### config.mk
export PLATFORM = sky130hd
export DESIGN_NAME = vga_draw_scheduler
export DESIGN_NICKNAME = d
export VERILOG_FILES = /design/src/rtl/vga_sched_pkg.sv /design/src/rtl/frame_tick_gen.sv /design/src/rtl/vga_draw_scheduler.sv
export SDC_FILE = /design/constraint.sdc
export NUM_CORES = 1
export LEC_CHECK = 0
export CORE_MARGIN = 8
export CORE_UTILIZATION = 25
export DETAILED_ROUTE_END_ITERATION = 6
export PLACE_DENSITY_LB_ADDON = 0.08
export SETUP_SLACK_MARGIN = 0.02
export SLEW_MARGIN = 0
export SYNTH_ARGS = -nofsm -noshare
export SYNTH_HDL_FRONTEND = slang
export SYNTH_SLANG_ARGS = --single-unit
### constraint.sdc
create_clock -name clk -period 1.5 [get_ports clk]
set_input_delay 0.225 -clock clk [delete_from_list [all_inputs] [get_ports clk]]
set_output_delay 0.225 -clock clk [all_outputs]
set_load 0.02 [all_outputs]
### src/rtl/vga_sched_pkg.sv
// Shared constants for the VGA draw scheduler: FSM encoding, slot indices, pixel field widths.
package vga_sched_pkg;
  localparam int NUM_SLOTS   = 2;
  localparam int X_W         = 8;
  localparam int Y_W         = 7;
  localparam int C_W         = 3;
  localparam int SLOT_PADDLE = 0;
  localparam int SLOT_BALL   = 1;

  typedef enum logic [2:0] {
    IDLE  = 3'd0,
    GO0   = 3'd1,
    BUSY0 = 3'd2,
    GO1   = 3'd3,
    BUSY1 = 3'd4
  } sched_state_e;
endpackage

### src/rtl/frame_tick_gen.sv
// Free-running frame counter; tick_o pulses for one cycle on the last count of every frame.
module frame_tick_gen #(
  parameter int FRAME_CYCLES = 833333
) (
  input  logic clk_i,
  input  logic resetn_i,
  output logic tick_o
);
  localparam int CNT_W = (FRAME_CYCLES > 1) ? $clog2(FRAME_CYCLES) : 1;
  localparam logic [CNT_W-1:0] LAST = CNT_W'(FRAME_CYCLES - 1);

  logic [CNT_W-1:0] cnt_q, cnt_d;

  always_comb begin
    cnt_d = (cnt_q == LAST) ? '0 : cnt_q + CNT_W'(1);
  end

  always_ff @(posedge clk_i) begin
    if (!resetn_i) cnt_q <= '0;
    else           cnt_q <= cnt_d;
  end

  assign tick_o = (cnt_q == LAST);
endmodule

### src/rtl/vga_draw_scheduler.sv
// Frame-paced arbiter sharing the vga_adapter plot port between paddle (slot 0) and ball (slot 1).
// Optional watchdog on stuck drawers is built when VGA_DRAW_SCHED_TIMEOUT_EN is defined.
module vga_draw_scheduler
  import vga_sched_pkg::*;
#(
  parameter int FRAME_CYCLES   = 833333,
  parameter int TIMEOUT_CYCLES = 65536
) (
  input  logic                     clk,
  input  logic                     resetn,
  input  logic                     enable,
  input  logic [NUM_SLOTS*X_W-1:0] x_in,
  input  logic [NUM_SLOTS*Y_W-1:0] y_in,
  input  logic [NUM_SLOTS*C_W-1:0] colour_in,
  input  logic [NUM_SLOTS-1:0]     plot_in,
  input  logic [NUM_SLOTS-1:0]     done_in,
  output logic [NUM_SLOTS-1:0]     go_out,
  output logic [NUM_SLOTS-1:0]     grant,
  output logic [X_W-1:0]           x_out,
  output logic [Y_W-1:0]           y_out,
  output logic [C_W-1:0]           colour_out,
  output logic                     plot_out,
  output logic                     frame_tick,
  output logic                     overrun,
  output logic                     timeout
);
  sched_state_e state_q, state_d;
  logic pending_q, pending_d;
  logic overrun_q, overrun_d;
  logic wd_expire;

  frame_tick_gen #(.FRAME_CYCLES(FRAME_CYCLES)) u_tick (
    .clk_i    (clk),
    .resetn_i (resetn),
    .tick_o   (frame_tick)
  );

`ifdef VGA_DRAW_SCHED_TIMEOUT_EN
  localparam int WD_W = $clog2(TIMEOUT_CYCLES + 1);
  localparam logic [WD_W-1:0] WD_LAST = WD_W'(TIMEOUT_CYCLES - 1);

  logic [WD_W-1:0] wd_q, wd_d;
  logic timeout_q, timeout_d;

  // wd_q counts completed BUSY cycles of the current slot; expiry only if done is not arriving now
  always_comb begin
    wd_d      = '0;
    wd_expire = 1'b0;
    case (state_q)
      BUSY0: begin
        wd_d      = wd_q + WD_W'(1);
        wd_expire = (wd_q == WD_LAST) && !done_in[SLOT_PADDLE];
      end
      BUSY1: begin
        wd_d      = wd_q + WD_W'(1);
        wd_expire = (wd_q == WD_LAST) && !done_in[SLOT_BALL];
      end
      default: wd_d = '0;
    endcase
    timeout_d = timeout_q | wd_expire;
  end

  always_ff @(posedge clk) begin
    if (!resetn) begin
      wd_q      <= '0;
      timeout_q <= 1'b0;
    end else begin
      wd_q      <= wd_d;
      timeout_q <= timeout_d;
    end
  end

  assign timeout = timeout_q;
`else
  assign wd_expire = 1'b0;
  assign timeout   = 1'b0;
`endif

  always_comb begin
    state_d   = state_q;
    pending_d = pending_q;
    overrun_d = overrun_q;
    go_out    = '0;
    grant     = '0;
    // A tick that lands on an in-flight frame is remembered once, never stacked
    if (frame_tick && (state_q != IDLE)) begin
      overrun_d = 1'b1;
      pending_d = 1'b1;
    end
    case (state_q)
      IDLE: begin
        if ((frame_tick || pending_q) && enable) begin
          state_d   = GO0;
          pending_d = 1'b0;
        end
      end
      GO0: begin
        go_out[SLOT_PADDLE] = 1'b1;
        grant[SLOT_PADDLE]  = 1'b1;
        state_d             = BUSY0;
      end
      BUSY0: begin
        grant[SLOT_PADDLE] = 1'b1;
        if (done_in[SLOT_PADDLE] || wd_expire) state_d = GO1;
      end
      GO1: begin
        go_out[SLOT_BALL] = 1'b1;
        grant[SLOT_BALL]  = 1'b1;
        state_d           = BUSY1;
      end
      BUSY1: begin
        grant[SLOT_BALL] = 1'b1;
        if (done_in[SLOT_BALL] || wd_expire) state_d = IDLE;
      end
      default: state_d = IDLE;
    endcase
  end

  always_ff @(posedge clk) begin
    if (!resetn) begin
      state_q   <= IDLE;
      pending_q <= 1'b0;
      overrun_q <= 1'b0;
    end else begin
      state_q   <= state_d;
      pending_q <= pending_d;
      overrun_q <= overrun_d;
    end
  end

  assign overrun = overrun_q;

  // Zero-latency mux; the adapter registers its inputs
  always_comb begin
    x_out      = '0;
    y_out      = '0;
    colour_out = '0;
    plot_out   = 1'b0;
    if (grant[SLOT_PADDLE]) begin
      x_out      = x_in[SLOT_PADDLE*X_W +: X_W];
      y_out      = y_in[SLOT_PADDLE*Y_W +: Y_W];
      colour_out = colour_in[SLOT_PADDLE*C_W +: C_W];
      plot_out   = plot_in[SLOT_PADDLE];
    end else if (grant[SLOT_BALL]) begin
      x_out      = x_in[SLOT_BALL*X_W +: X_W];
      y_out      = y_in[SLOT_BALL*Y_W +: Y_W];
      colour_out = colour_in[SLOT_BALL*C_W +: C_W];
      plot_out   = plot_in[SLOT_BALL];
    end
  end
endmodule

# [Word level (Yosys, flattened, before mapping)]
# Cells that the tools add are included.
[totals] reg_bits=25 input_bits=43 output_inout_bits=26 wordCells=42
[classes] n_addsub=1 n_eq_ne=8 n_mux=19 n_bitwise=1 n_reduce_logical=9
[op_table] operator="$add A20 B1 Y20 const B" count=1
[op_table] operator="$eq A20 B20 Y1 const B" count=1
[op_table] operator="$mux W8" count=2
[op_table] operator="$mux W3" count=5
[op_table] operator="$pmux W3 S5" count=1
[op_table] operator="$mux W7" count=2
[op_table] operator="$mux W1" count=9
[op_table] operator="$eq A3 B2 Y1 const B" count=2
[op_table] operator="$ne A2 B2 Y1 const B" count=3
[op_table] operator="$reduce_or A2 Y1" count=3
[op_table] operator="$eq A3 B1 Y1 const B" count=1
[op_table] operator="$eq A3 B3 Y1 const B" count=1
[op_table] operator="$logic_not A3 Y1" count=1
[op_table] operator="$reduce_and A3 Y1" count=1
[op_table] operator="$reduce_bool A3 Y1" count=1
[op_table] operator="$logic_and A1 B1 Y1" count=2
[op_table] operator="$logic_or A1 B1 Y1" count=1
[op_table] operator="$not A1 Y1" count=1

# [Depth between registers and ports, before layout]
# Gate-level depths: netlist of the first run.
[logic_depth] depth_word=5 ltp_mapped=7 ltp_nobuf=6

# [Hierarchy]
# From an unflattened synthesis of the first run, not the netlist that was laid out.
[hier_totals] cells_unflattened=208 area_unflattened_um2=1749.2
[by_module_without_submodules] mod="frame_tick_gen" n_inst=1 cells_per_inst=110 area_per_inst_um2=947.2 seq_area_each_um2=400.4
[by_module_without_submodules] mod="vga_draw_scheduler" n_inst=1 cells_per_inst=98 area_per_inst_um2=802.0 seq_area_each_um2=100.1

# [Least setup slack after synthesis of the first run]
# No wires, ideal clock.
[synth_path] path_type="flip-flop to output port" from="register state_q[1]" to="output port x_out[0]" t_arrival_ns=1.573 required_time_ns=1.275 setup_slack_ns=-0.298 path_stages_with_launch=5 n_path_buf=1 path_cell_list="dfxtp_1 -> and3b_1 -> nand2b_1 -> clkbuf_1 -> a22o_1"
[synth_via] elab_chain_len=5 elab_cells_between_ends=10 cone_classes="eq/ne (4); mux (4); reduce/logical (2)"
[synth_lines] element="from (decl)" line="vga_draw_scheduler.sv:27" text="sched_state_e state_q, state_d;"
[synth_lines] element="from (signal assigned)" line="vga_draw_scheduler.sv:125" text="state_q <= state_d;"
[synth_lines] element="$eq A3 B3 Y1 / $eq A3 B2 Y1 (equally long branches)" line="vga_draw_scheduler.sv:90" text="case (state_q)"
[synth_lines] element="$reduce_or A2 Y1 (no source line) *"
[synth_lines] element="$mux W1 *" line="vga_draw_scheduler.sv:90"
[synth_lines] element="via grant[1]" line="vga_draw_scheduler.sv:18" text="output logic [NUM_SLOTS-1:0] grant,"
[synth_lines] element="$mux W8 *" line="vga_draw_scheduler.sv:144" text="end else if (grant[SLOT_BALL]) begin"
[synth_lines] element="$mux W8 *" line="vga_draw_scheduler.sv:139" text="if (grant[SLOT_PADDLE]) begin"
[synth_lines] element="to (decl)" line="vga_draw_scheduler.sv:19" text="output logic [X_W-1:0] x_out,"
# Mark *: on every way through the listed nets, which the timed path passes. The rest lies on a longest branch.

# [Worst setup path in the final report of the first run]
[layout_path] from="register state_q[1]" to="output port y_out[6]"
[layout_via] elab_chain_len=5 elab_cells_between_ends=10 cone_classes="eq/ne (4); mux (4); reduce/logical (2)"
[layout_lines] element="$eq A3 B3 Y1 / $eq A3 B2 Y1 (equally long branches)" line="vga_draw_scheduler.sv:90"
[layout_lines] element="$reduce_or A2 Y1 (no source line)"
[layout_lines] element="$mux W1" line="vga_draw_scheduler.sv:90"
[layout_lines] element="$mux W7" line="vga_draw_scheduler.sv:144"
[layout_lines] element="$mux W7 *" line="vga_draw_scheduler.sv:139"
[layout_lines] element="to (decl)" line="vga_draw_scheduler.sv:20" text="output logic [Y_W-1:0] y_out,"
# Mark *: on every way between the ends. The rest lies on a longest branch, timed or not.

==> results of run 1 <==
==> worst max-delay path by stage <==
stage / startpoint / endpoint / depth (start not counted)
3_5_place_dp: state_q[1] / x_out[5] / 5
4_1_cts: state_q[2] / y_out[6] / 5
2_1_floorplan: state_q[1] / colour_out[0] / 4
6_report: state_q[1] / y_out[6] / 5
5_1_grt: state_q[2] / y_out[6] / 5
3_3_place_gp: state_q[2] / y_out[6] / 5
==> cells by family (layout without fill, tap and decap cells) <==
family	Yosys count	after routing	synth area share, %
compound gates	37	37	20.3
mux	1	1	0.825
flops	25	25	36.7
buf+inv	12	129	3.57
other cells	1	1	0.275
fa+ha+maj	2	2	1.83
xor+xnor	13	13	8.34
simple gates	69	69	28.1
==> Yosys cell counts (all sizes together) (2+ instances only) <==
cell type | instances | area share, %
nor3b | 2 | 1.1
and2 | 3 | 1.4
nor4 | 2 | 0.92
a21oi | 6 | 2.2
xor2 | 5 | 3.2
and3 | 2 | 0.92
o21a | 3 | 1.6
a22o | 19 | 12
or4 | 3 | 1.9
nand4 | 7 | 3.7
o21ai | 5 | 1.8
and4 | 2 | 1.4
dfxtp | 25 | 37
nand3 | 9 | 3.3
nor3 | 4 | 1.5
o31ai | 2 | 1.1
ha | 2 | 1.8
nor2 | 19 | 5.2
clkbuf | 6 | 1.6
xnor2 | 8 | 5.1
nand2 | 6 | 1.6
or3 | 4 | 1.8
inv | 5 | 1.4
nand2b | 2 | 0.92
==> through the flow <==
step | utilization [%] | hold slack [ns] | area (um^2) | total power [mW]
after CTS | 48.6 | 0.478 | 2630 | 1.28
after floorplan | - | 0.342 | 1430 | 0.723
after global placement | 46.2 | 0.450 | 2500 | 0.859
final | 53.1 | 0.472 | 2870 | 1.29
after detailed placement | 46.2 | 0.456 | 2500 | 0.862
after global routing | 53.1 | 0.514 | 2870 | 1.35
==> layer usage <==
layer | up-vias | wire [um] | global-route usage, %
li1 | 821 | - | -
met3 | 4 | 298 | 2.91
met2 | 62 | 2580 | 21.6
met1 | 768 | 2490 | 14.8
met4 | 0 | 36 | 3.33
met5 | - | 0 | 0
==> power by group through the flow <==
stage / clock (mW) / combinational (mW) / sequential (mW)
final: 0.401 / 0.221 / 0.668
after global routing: 0.449 / 0.235 / 0.669
after CTS: 0.415 / 0.198 / 0.670
after detailed placement: 0 / 0.177 / 0.685
after global placement: 0 / 0.175 / 0.684
after floorplan: 0 / 0.0342 / 0.689
==> worst max-delay path, stage by stage, from the launching register on <==
cell and delay (ns):
sky130_fd_sc_hd__dfxtp_4 0.37, sky130_fd_sc_hd__and3b_2 0.21, sky130_fd_sc_hd__nand2b_4 0.15, sky130_fd_sc_hd__buf_12 0.15, sky130_fd_sc_hd__a22o_1 0.20, sky130_fd_sc_hd__buf_2 0.16
==> sequential cells by signal, indices dropped and copies added (netlist names) <==
| name | count |
|---|---|
| state_q | 3 |
| pending_q | 1 |
| u_tick.cnt_q | 20 |
| overrun | 1 |
==> layout make-up <==
| class | count | area share, % |
|---|---|---|
| Tap cell | 72 | 3.14 |
| Timing Repair Buffer | 120 | 38.4 |
| Clock buffer | 4 | 1.57 |
| Sequential cell | 25 | 18.5 |
| Multi-Input combinational cell | 123 | 37.7 |
| Inverter | 5 | 0.653 |
==> what timing repair did <==
item                                    CTS  global route
endpoints found under the setup margin   44            46
cloned                                    3             2
pin swaps                                11            20
buffers inserted                          5             2
gates resized for setup                 140            67
hold buffers                              0             0
==> impl_metrics.xml, run 1 <==
<?xml version="1.0" encoding="UTF-8"?>
<metrics>
  <group name="drt">
    <metric name="detailed_route_via_count" unit="">1655</metric>
    <metric name="route.detailed.wl_per_inst" unit="um">15.5</metric>
    <metric name="antenna_violating_nets_post_route" unit="">0</metric>
    <metric name="first_pass_iters" unit="">4</metric>
    <metric name="wirelength" unit="um">5410</metric>
    <metric name="detail_route.iter0.violations" unit="">30</metric>
    <metric name="drt-vias-per-instance" unit="">4.74</metric>
    <metric name="drc" unit="">0</metric>
  </group>
  <group name="power">
    <metric name="share_seq_of_total_power" unit="%">51.8</metric>
    <metric name="vdd_drop_max" unit="mV">0.531</metric>
    <metric name="power.density" unit="mW/mm^2">449</metric>
    <metric name="p_int" unit="mW">0.998</metric>
    <metric name="sw_frac_of_total" unit="%">22.6</metric>
    <metric name="comb_power_share" unit="%">17.1</metric>
    <metric name="switching_power" unit="mW">0.291</metric>
    <metric name="static-leakage-power" unit="nW">1.12</metric>
    <metric name="power_frac_clock" unit="%">31.1</metric>
  </group>
  <group name="layout">
    <metric name="register_area" unit="um^2">532</metric>
    <metric name="most_frequent_standard_cell_in_the_layout_excluding_fill_and_tap_cells" unit="">sky130_fd_sc_hd__clkdlybuf4s50_1</metric>
    <metric name="synthToLayoutAreaGrowth" unit="%">110</metric>
    <metric name="design.final.nets" unit="">323</metric>
    <metric name="post_route_cells_drive_above_1_share" unit="%">52.7</metric>
    <metric name="diodes" unit="">0</metric>
    <metric name="multiInputGateArea" unit="mm^2">0.00108</metric>
    <metric name="layout.cells.non_filler" unit="">349</metric>
    <metric name="fill_cells" unit="">478</metric>
    <metric name="highest_count_cells_in_the_layout_ignoring_fill_and_taps" unit="">43 x sky130_fd_sc_hd__clkdlybuf4s50_1, 42 x sky130_fd_sc_hd__buf_4, 18 x sky130_fd_sc_hd__buf_6, 17 x sky130_fd_sc_hd__a22o_1, 12 x sky130_fd_sc_hd__buf_2</metric>
  </group>
  <group name="critical_path">
    <metric name="critical_path.reg2reg.endpoint" unit="">u_tick.cnt_q[17]</metric>
    <metric name="regToRegStartpoint" unit="">u_tick.cnt_q[7]</metric>
    <metric name="worst_ep_required_time" unit="ns">1.27</metric>
    <metric name="timing.reg2reg.worst_path_depth" unit="">5</metric>
    <metric name="rrSetupSlack" unit="ns">-0.12</metric>
    <metric name="worstPathArrival" unit="ns">1.49</metric>
    <metric name="critical_path_peak_fanout" unit="">20</metric>
    <metric name="timing.critical_path.to_type" unit="">primary output</metric>
    <metric name="critical_path_class" unit="">flip-flop to primary output</metric>
    <metric name="crit_path_start_kind" unit="">flip-flop</metric>
  </group>
  <group name="placement">
    <metric name="pre_cts_slack" unit="ns">-0.417</metric>
    <metric name="port-buffer-count" unit="">67</metric>
    <metric name="place.gp.congestion" unit="">0.791</metric>
    <metric name="dp.final_hpwl" unit="um">3950</metric>
    <metric name="dpl.cell_count" unit="">336</metric>
  </group>
  <group name="floorplan">
    <metric name="io-pin-count" unit="">69</metric>
    <metric name="fp.dieW" unit="um">89.9</metric>
    <metric name="fp.dieArea" unit="mm^2">0.00808</metric>
    <metric name="floorplan.core_area" unit="mm^2">0.00541</metric>
    <metric name="chipHeight" unit="um">89.9</metric>
    <metric name="starting_density_of_the_core" unit="%">25.3</metric>
    <metric name="core.rowCount" unit="">27</metric>
  </group>
  <group name="cts">
    <metric name="numCtsBuffers" unit="">3</metric>
    <metric name="cts_num_sinks" unit="">25</metric>
    <metric name="clock_pin_transition_on_the_worst_setup_and_hold_timing_paths" unit="ns">0.09</metric>
    <metric name="clock_tree.htree_level_count" unit="">1</metric>
    <metric name="tritoncts_clock_tree" unit="">yes</metric>
    <metric name="worst_skew_pair.late_latency" unit="ns">0.27</metric>
    <metric name="root_buffer" unit="">sky130_fd_sc_hd__clkbuf_8</metric>
    <metric name="buffer_levels_on_the_longest_clock_path" unit="">2</metric>
  </group>
  <group name="timing">
    <metric name="timing.setup.tns" unit="ns">-5.84</metric>
    <metric name="finalHoldViolCount" unit="">0</metric>
    <metric name="clock-skew-final" unit="ns">0.00333</metric>
    <metric name="timing.final.ws_setup" unit="ns">-0.216</metric>
    <metric name="min_period" unit="ns">1.72</metric>
    <metric name="final_setup_violation_count" unit="">42</metric>
    <metric name="grt_setup_unrepaired" unit="">true</metric>
    <metric name="max_freq" unit="MHz">583</metric>
    <metric name="post-route-period-util" unit="%">114</metric>
    <metric name="drv_slew" unit="">0</metric>
  </group>
  <group name="global_route">
    <metric name="track_usage" unit="%">12.4</metric>
    <metric name="initial_antenna_violation_count" unit="">0</metric>
    <metric name="grt_max_degree" unit="">21</metric>
    <metric name="grt_pass1_wl" unit="um">8480</metric>
    <metric name="first_global_vias" unit="">1681</metric>
    <metric name="grt_overflow" unit="">0</metric>
  </group>
  <group name="synth">
    <metric name="synth_sequential_area_ratio" unit="%">36.7</metric>
    <metric name="synth_ff_type" unit="">sky130_fd_sc_hd__dfxtp_1</metric>
    <metric name="netlist_area_before_placement" unit="mm^2">0.00137</metric>
    <metric name="synthDistinctLibCells" unit="">36</metric>
    <metric name="mappedNetlistNets" unit="">205</metric>
    <metric name="syn-instance-count" unit="">160</metric>
    <metric name="ys_warnings" unit="">0</metric>
    <metric name="syn_area_per_cell" unit="um^2">8.53</metric>
    <metric name="synth.ff_latch_count" unit="">25</metric>
    <metric name="async_reset_ff_share" unit="%">0</metric>
    <metric name="synth-edff-count" unit="">0</metric>
  </group>
  <group name="outcome">
    <metric name="outcome" unit="">finished, violations left</metric>
    <metric name="failing_checks" unit="">negative setup slack</metric>
  </group>
  <group name="min_path">
    <metric name="min-delay-start" unit="">overrun</metric>
    <metric name="whs_path_cells" unit="">1</metric>
    <metric name="hold-path-endpoint" unit="">overrun</metric>
    <metric name="hold_path.class" unit="">flip-flop to flip-flop</metric>
  </group>
  <group name="flow_run">
    <metric name="max_cap_viol_count" unit="">0</metric>
  </group>
</metrics>
(Power assumes the default switching activity.)
==> run 2, diff against run 1 <==
Settings changed: CORE_ASPECT_RATIO set to 1.5, CORE_UTILIZATION 25 to 36.
==> impl_metrics.xml, run 2 (same netlist as run 1, synthesis figures left out) <==
<?xml version="1.0" encoding="UTF-8"?>
<metrics>
  <group name="layout">
    <metric name="post_route_cells_drive_above_1_share" unit="%">46.4</metric>
    <metric name="synthToLayoutAreaGrowth" unit="%">99.3</metric>
    <metric name="layout.cells.non_filler" unit="">319</metric>
    <metric name="fill_cells" unit="">267</metric>
    <metric name="highest_count_cells_in_the_layout_ignoring_fill_and_taps" unit="">43 x sky130_fd_sc_hd__clkdlybuf4s50_1, 43 x sky130_fd_sc_hd__buf_4, 19 x sky130_fd_sc_hd__buf_6, 17 x sky130_fd_sc_hd__a22o_1, 13 x sky130_fd_sc_hd__nor2_1</metric>
    <metric name="post-route-cell-area" unit="mm^2">0.00272</metric>
    <metric name="largest_register_ffs" unit="">20</metric>
    <metric name="design.final.nets" unit="">322</metric>
    <metric name="regMostFlops" unit="">u_tick.cnt_q</metric>
    <metric name="reg_top3" unit="">u_tick.cnt_q (20), state_q (3)</metric>
    <metric name="diodes" unit="">0</metric>
    <metric name="layout.core_utilization" unit="%">74.6</metric>
  </group>
  <group name="critical_path">
    <metric name="worst_ep_required_time" unit="ns">1.27</metric>
    <metric name="critical_path.reg2reg.endpoint" unit="">u_tick.cnt_q[18]</metric>
    <metric name="critical_path_class" unit="">flip-flop to primary output</metric>
    <metric name="timing.critical_path.to_type" unit="">primary output</metric>
    <metric name="rrSetupSlack" unit="ns">-0.14</metric>
    <metric name="crit_path_start_kind" unit="">flip-flop</metric>
    <metric name="startpoint" unit="">state_q[2]</metric>
    <metric name="worstPathArrival" unit="ns">1.49</metric>
    <metric name="critical_path.endpoint" unit="">x_out[5]</metric>
    <metric name="critical_path_peak_fanout" unit="">20</metric>
    <metric name="regToRegStartpoint" unit="">u_tick.cnt_q[0]</metric>
    <metric name="timing.reg2reg.worst_path_depth" unit="">8</metric>
  </group>
  <group name="floorplan">
    <metric name="starting_density_of_the_core" unit="%">37.4</metric>
    <metric name="fp.dieW" unit="um">66.3</metric>
    <metric name="core.rowCount" unit="">27</metric>
    <metric name="io-pin-count" unit="">69</metric>
    <metric name="chipHeight" unit="um">91.4</metric>
    <metric name="fp.dieArea" unit="mm^2">0.00606</metric>
    <metric name="floorplan.core_area" unit="mm^2">0.00365</metric>
  </group>
  <group name="drt">
    <metric name="drt-vias-per-instance" unit="">5.42</metric>
    <metric name="wirelength" unit="um">5560</metric>
    <metric name="drc" unit="">0</metric>
    <metric name="antenna_violating_nets_post_route" unit="">0</metric>
    <metric name="detail_route.iter0.violations" unit="">62</metric>
    <metric name="route.detailed.wl_per_inst" unit="um">17.4</metric>
    <metric name="first_pass_iters" unit="">4</metric>
    <metric name="detailed_route_via_count" unit="">1729</metric>
  </group>
  <group name="global_route">
    <metric name="track_usage" unit="%">17.9</metric>
    <metric name="first_global_vias" unit="">1825</metric>
    <metric name="initial_antenna_violation_count" unit="">0</metric>
    <metric name="grt_pass1_wl" unit="um">8730</metric>
    <metric name="grt_max_degree" unit="">21</metric>
    <metric name="grt_overflow" unit="">0</metric>
  </group>
  <group name="placement">
    <metric name="port-buffer-count" unit="">67</metric>
    <metric name="dp.final_hpwl" unit="um">4310</metric>
    <metric name="pre_cts_slack" unit="ns">-0.407</metric>
    <metric name="postPlaceCellArea" unit="mm^2">0.00245</metric>
    <metric name="dpl.cell_count" unit="">305</metric>
    <metric name="place.gp.congestion" unit="">0.899</metric>
  </group>
  <group name="cts">
    <metric name="worst_skew_pair.late_latency" unit="ns">0.27</metric>
    <metric name="tritoncts_clock_tree" unit="">yes</metric>
    <metric name="clock_tree.htree_level_count" unit="">1</metric>
    <metric name="root_buffer" unit="">sky130_fd_sc_hd__clkbuf_8</metric>
    <metric name="clock_pin_transition_on_the_worst_setup_and_hold_timing_paths" unit="ns">0.09</metric>
    <metric name="buffer_levels_on_the_longest_clock_path" unit="">2</metric>
    <metric name="cts_num_sinks" unit="">25</metric>
    <metric name="numCtsBuffers" unit="">3</metric>
  </group>
  <group name="timing">
    <metric name="grt_setup_unrepaired" unit="">true</metric>
    <metric name="drv_slew" unit="">0</metric>
    <metric name="finalHoldViolCount" unit="">0</metric>
    <metric name="clock-skew-final" unit="ns">0.00380</metric>
    <metric name="timing.final.ws_setup" unit="ns">-0.213</metric>
    <metric name="max_freq" unit="MHz">584</metric>
    <metric name="final_setup_violation_count" unit="">41</metric>
    <metric name="min_period" unit="ns">1.71</metric>
    <metric name="post-route-period-util" unit="%">114</metric>
  </group>
  <group name="power">
    <metric name="sw_frac_of_total" unit="%">22.4</metric>
    <metric name="vdd_drop_max" unit="mV">0.563</metric>
    <metric name="p_int" unit="mW">1.00</metric>
    <metric name="comb_power_share" unit="%">16.8</metric>
    <metric name="power_frac_clock" unit="%">31.2</metric>
    <metric name="share_seq_of_total_power" unit="%">52.0</metric>
    <metric name="switching_power" unit="mW">0.289</metric>
    <metric name="power.density" unit="mW/mm^2">474</metric>
    <metric name="static-leakage-power" unit="nW">1.09</metric>
  </group>
  <group name="flow_run">
    <metric name="max_cap_viol_count" unit="">0</metric>
  </group>
  <group name="min_path">
    <metric name="hold_path.class" unit="">flip-flop to flip-flop</metric>
  </group>
  <group name="outcome">
    <metric name="outcome" unit="">finished, violations left</metric>
    <metric name="failing_checks" unit="">negative setup slack</metric>
  </group>
</metrics>
==> run 2: cell count changes in the layout (fill, tap and decap cells not counted), moves of 2 or more <==
cell,change
sky130_fd_sc_hd__nor2_1,+10
sky130_fd_sc_hd__nor2_4,-9
sky130_fd_sc_hd__buf_2,-3
sky130_fd_sc_hd__dfxtp_1,+2
sky130_fd_sc_hd__dfxtp_4,-2
sky130_fd_sc_hd__nand3_1,+2
sky130_fd_sc_hd__nand3_2,-2
==> run 2: worst min-delay path by stage <==
| stage | depth (start not counted) | startpoint | endpoint |
|---|---|---|---|
| after floorplan | 1 | resetn | state_q[2] |
| after global placement | 1 | overrun | overrun |
| after detailed placement | 1 | overrun | overrun |
| after CTS | 1 | overrun | overrun |
| after global routing | 1 | overrun | overrun |
| final | 1 | overrun | overrun |
==> run 2: per-layer routing <==
metal / vias to the layer above / track usage, % / wire length (um)
met2: 83 / 32.7 / 2870
met1: 816 / 17.9 / 2010
met3: 12 / 5.17 / 537
met4: 0 / 7.69 / 133
met5: - / 0 / 0
li1: 818 / - / -
==> run 2: worst max-delay path, cell delays in order (launching register included) <==
cell	delay, ns
sky130_fd_sc_hd__dfxtp_2	0.35
sky130_fd_sc_hd__and3b_2	0.21
sky130_fd_sc_hd__nand2b_4	0.14
sky130_fd_sc_hd__buf_12	0.15
sky130_fd_sc_hd__a22o_1	0.22
sky130_fd_sc_hd__buf_6	0.14
==> run 2: cell type report <==
cell class / count / area, um^2 / share of cell area (%)
timing repair buffer: 119 / 1090 / 40.0
multi-input combinational: 123 / 987 / 36.3
sequential: 25 / 524 / 19.3
tap: 43 / 53.8 / 1.98
clock buffer: 3 / 41.3 / 1.52
inverter: 5 / 18.8 / 0.690
clock inverter: 1 / 7.51 / 0.276
==> run 2: per-stage QoR <==
step	total power [mW]	TNS, ns	hold slack [ns]
floorplan	0.723	0	0.342
global route	1.35	-8.54	0.512
global placement	0.857	-7.89	0.451
CTS	1.29	-5.09	0.477
detailed placement	0.864	-9.64	0.454
finish	1.29	-6.05	0.493
==> run 2: what timing repair did <==
| item | 4_1_cts | 5_1_grt |
|---|---|---|
| gates resized for setup | 150 | 21 |
| endpoints found under the setup margin | 45 | 46 |
| gates cloned | 3 | 0 |
| hold buffers | 0 | 0 |
| pin swaps | 18 | 9 |
| setup buffers | 8 | 1 |
| endpoints found under the hold margin | 0 | 0 |
==> run 2: power groups by stage <==
stage	Clock, mW	Sequential, mW	Combinational [mW]
after floorplan	0	0.689	0.0342
after global placement	0	0.684	0.172
after detailed placement	0	0.685	0.179
after CTS	0.413	0.671	0.203
after global routing	0.447	0.672	0.230
final	0.402	0.671	0.217
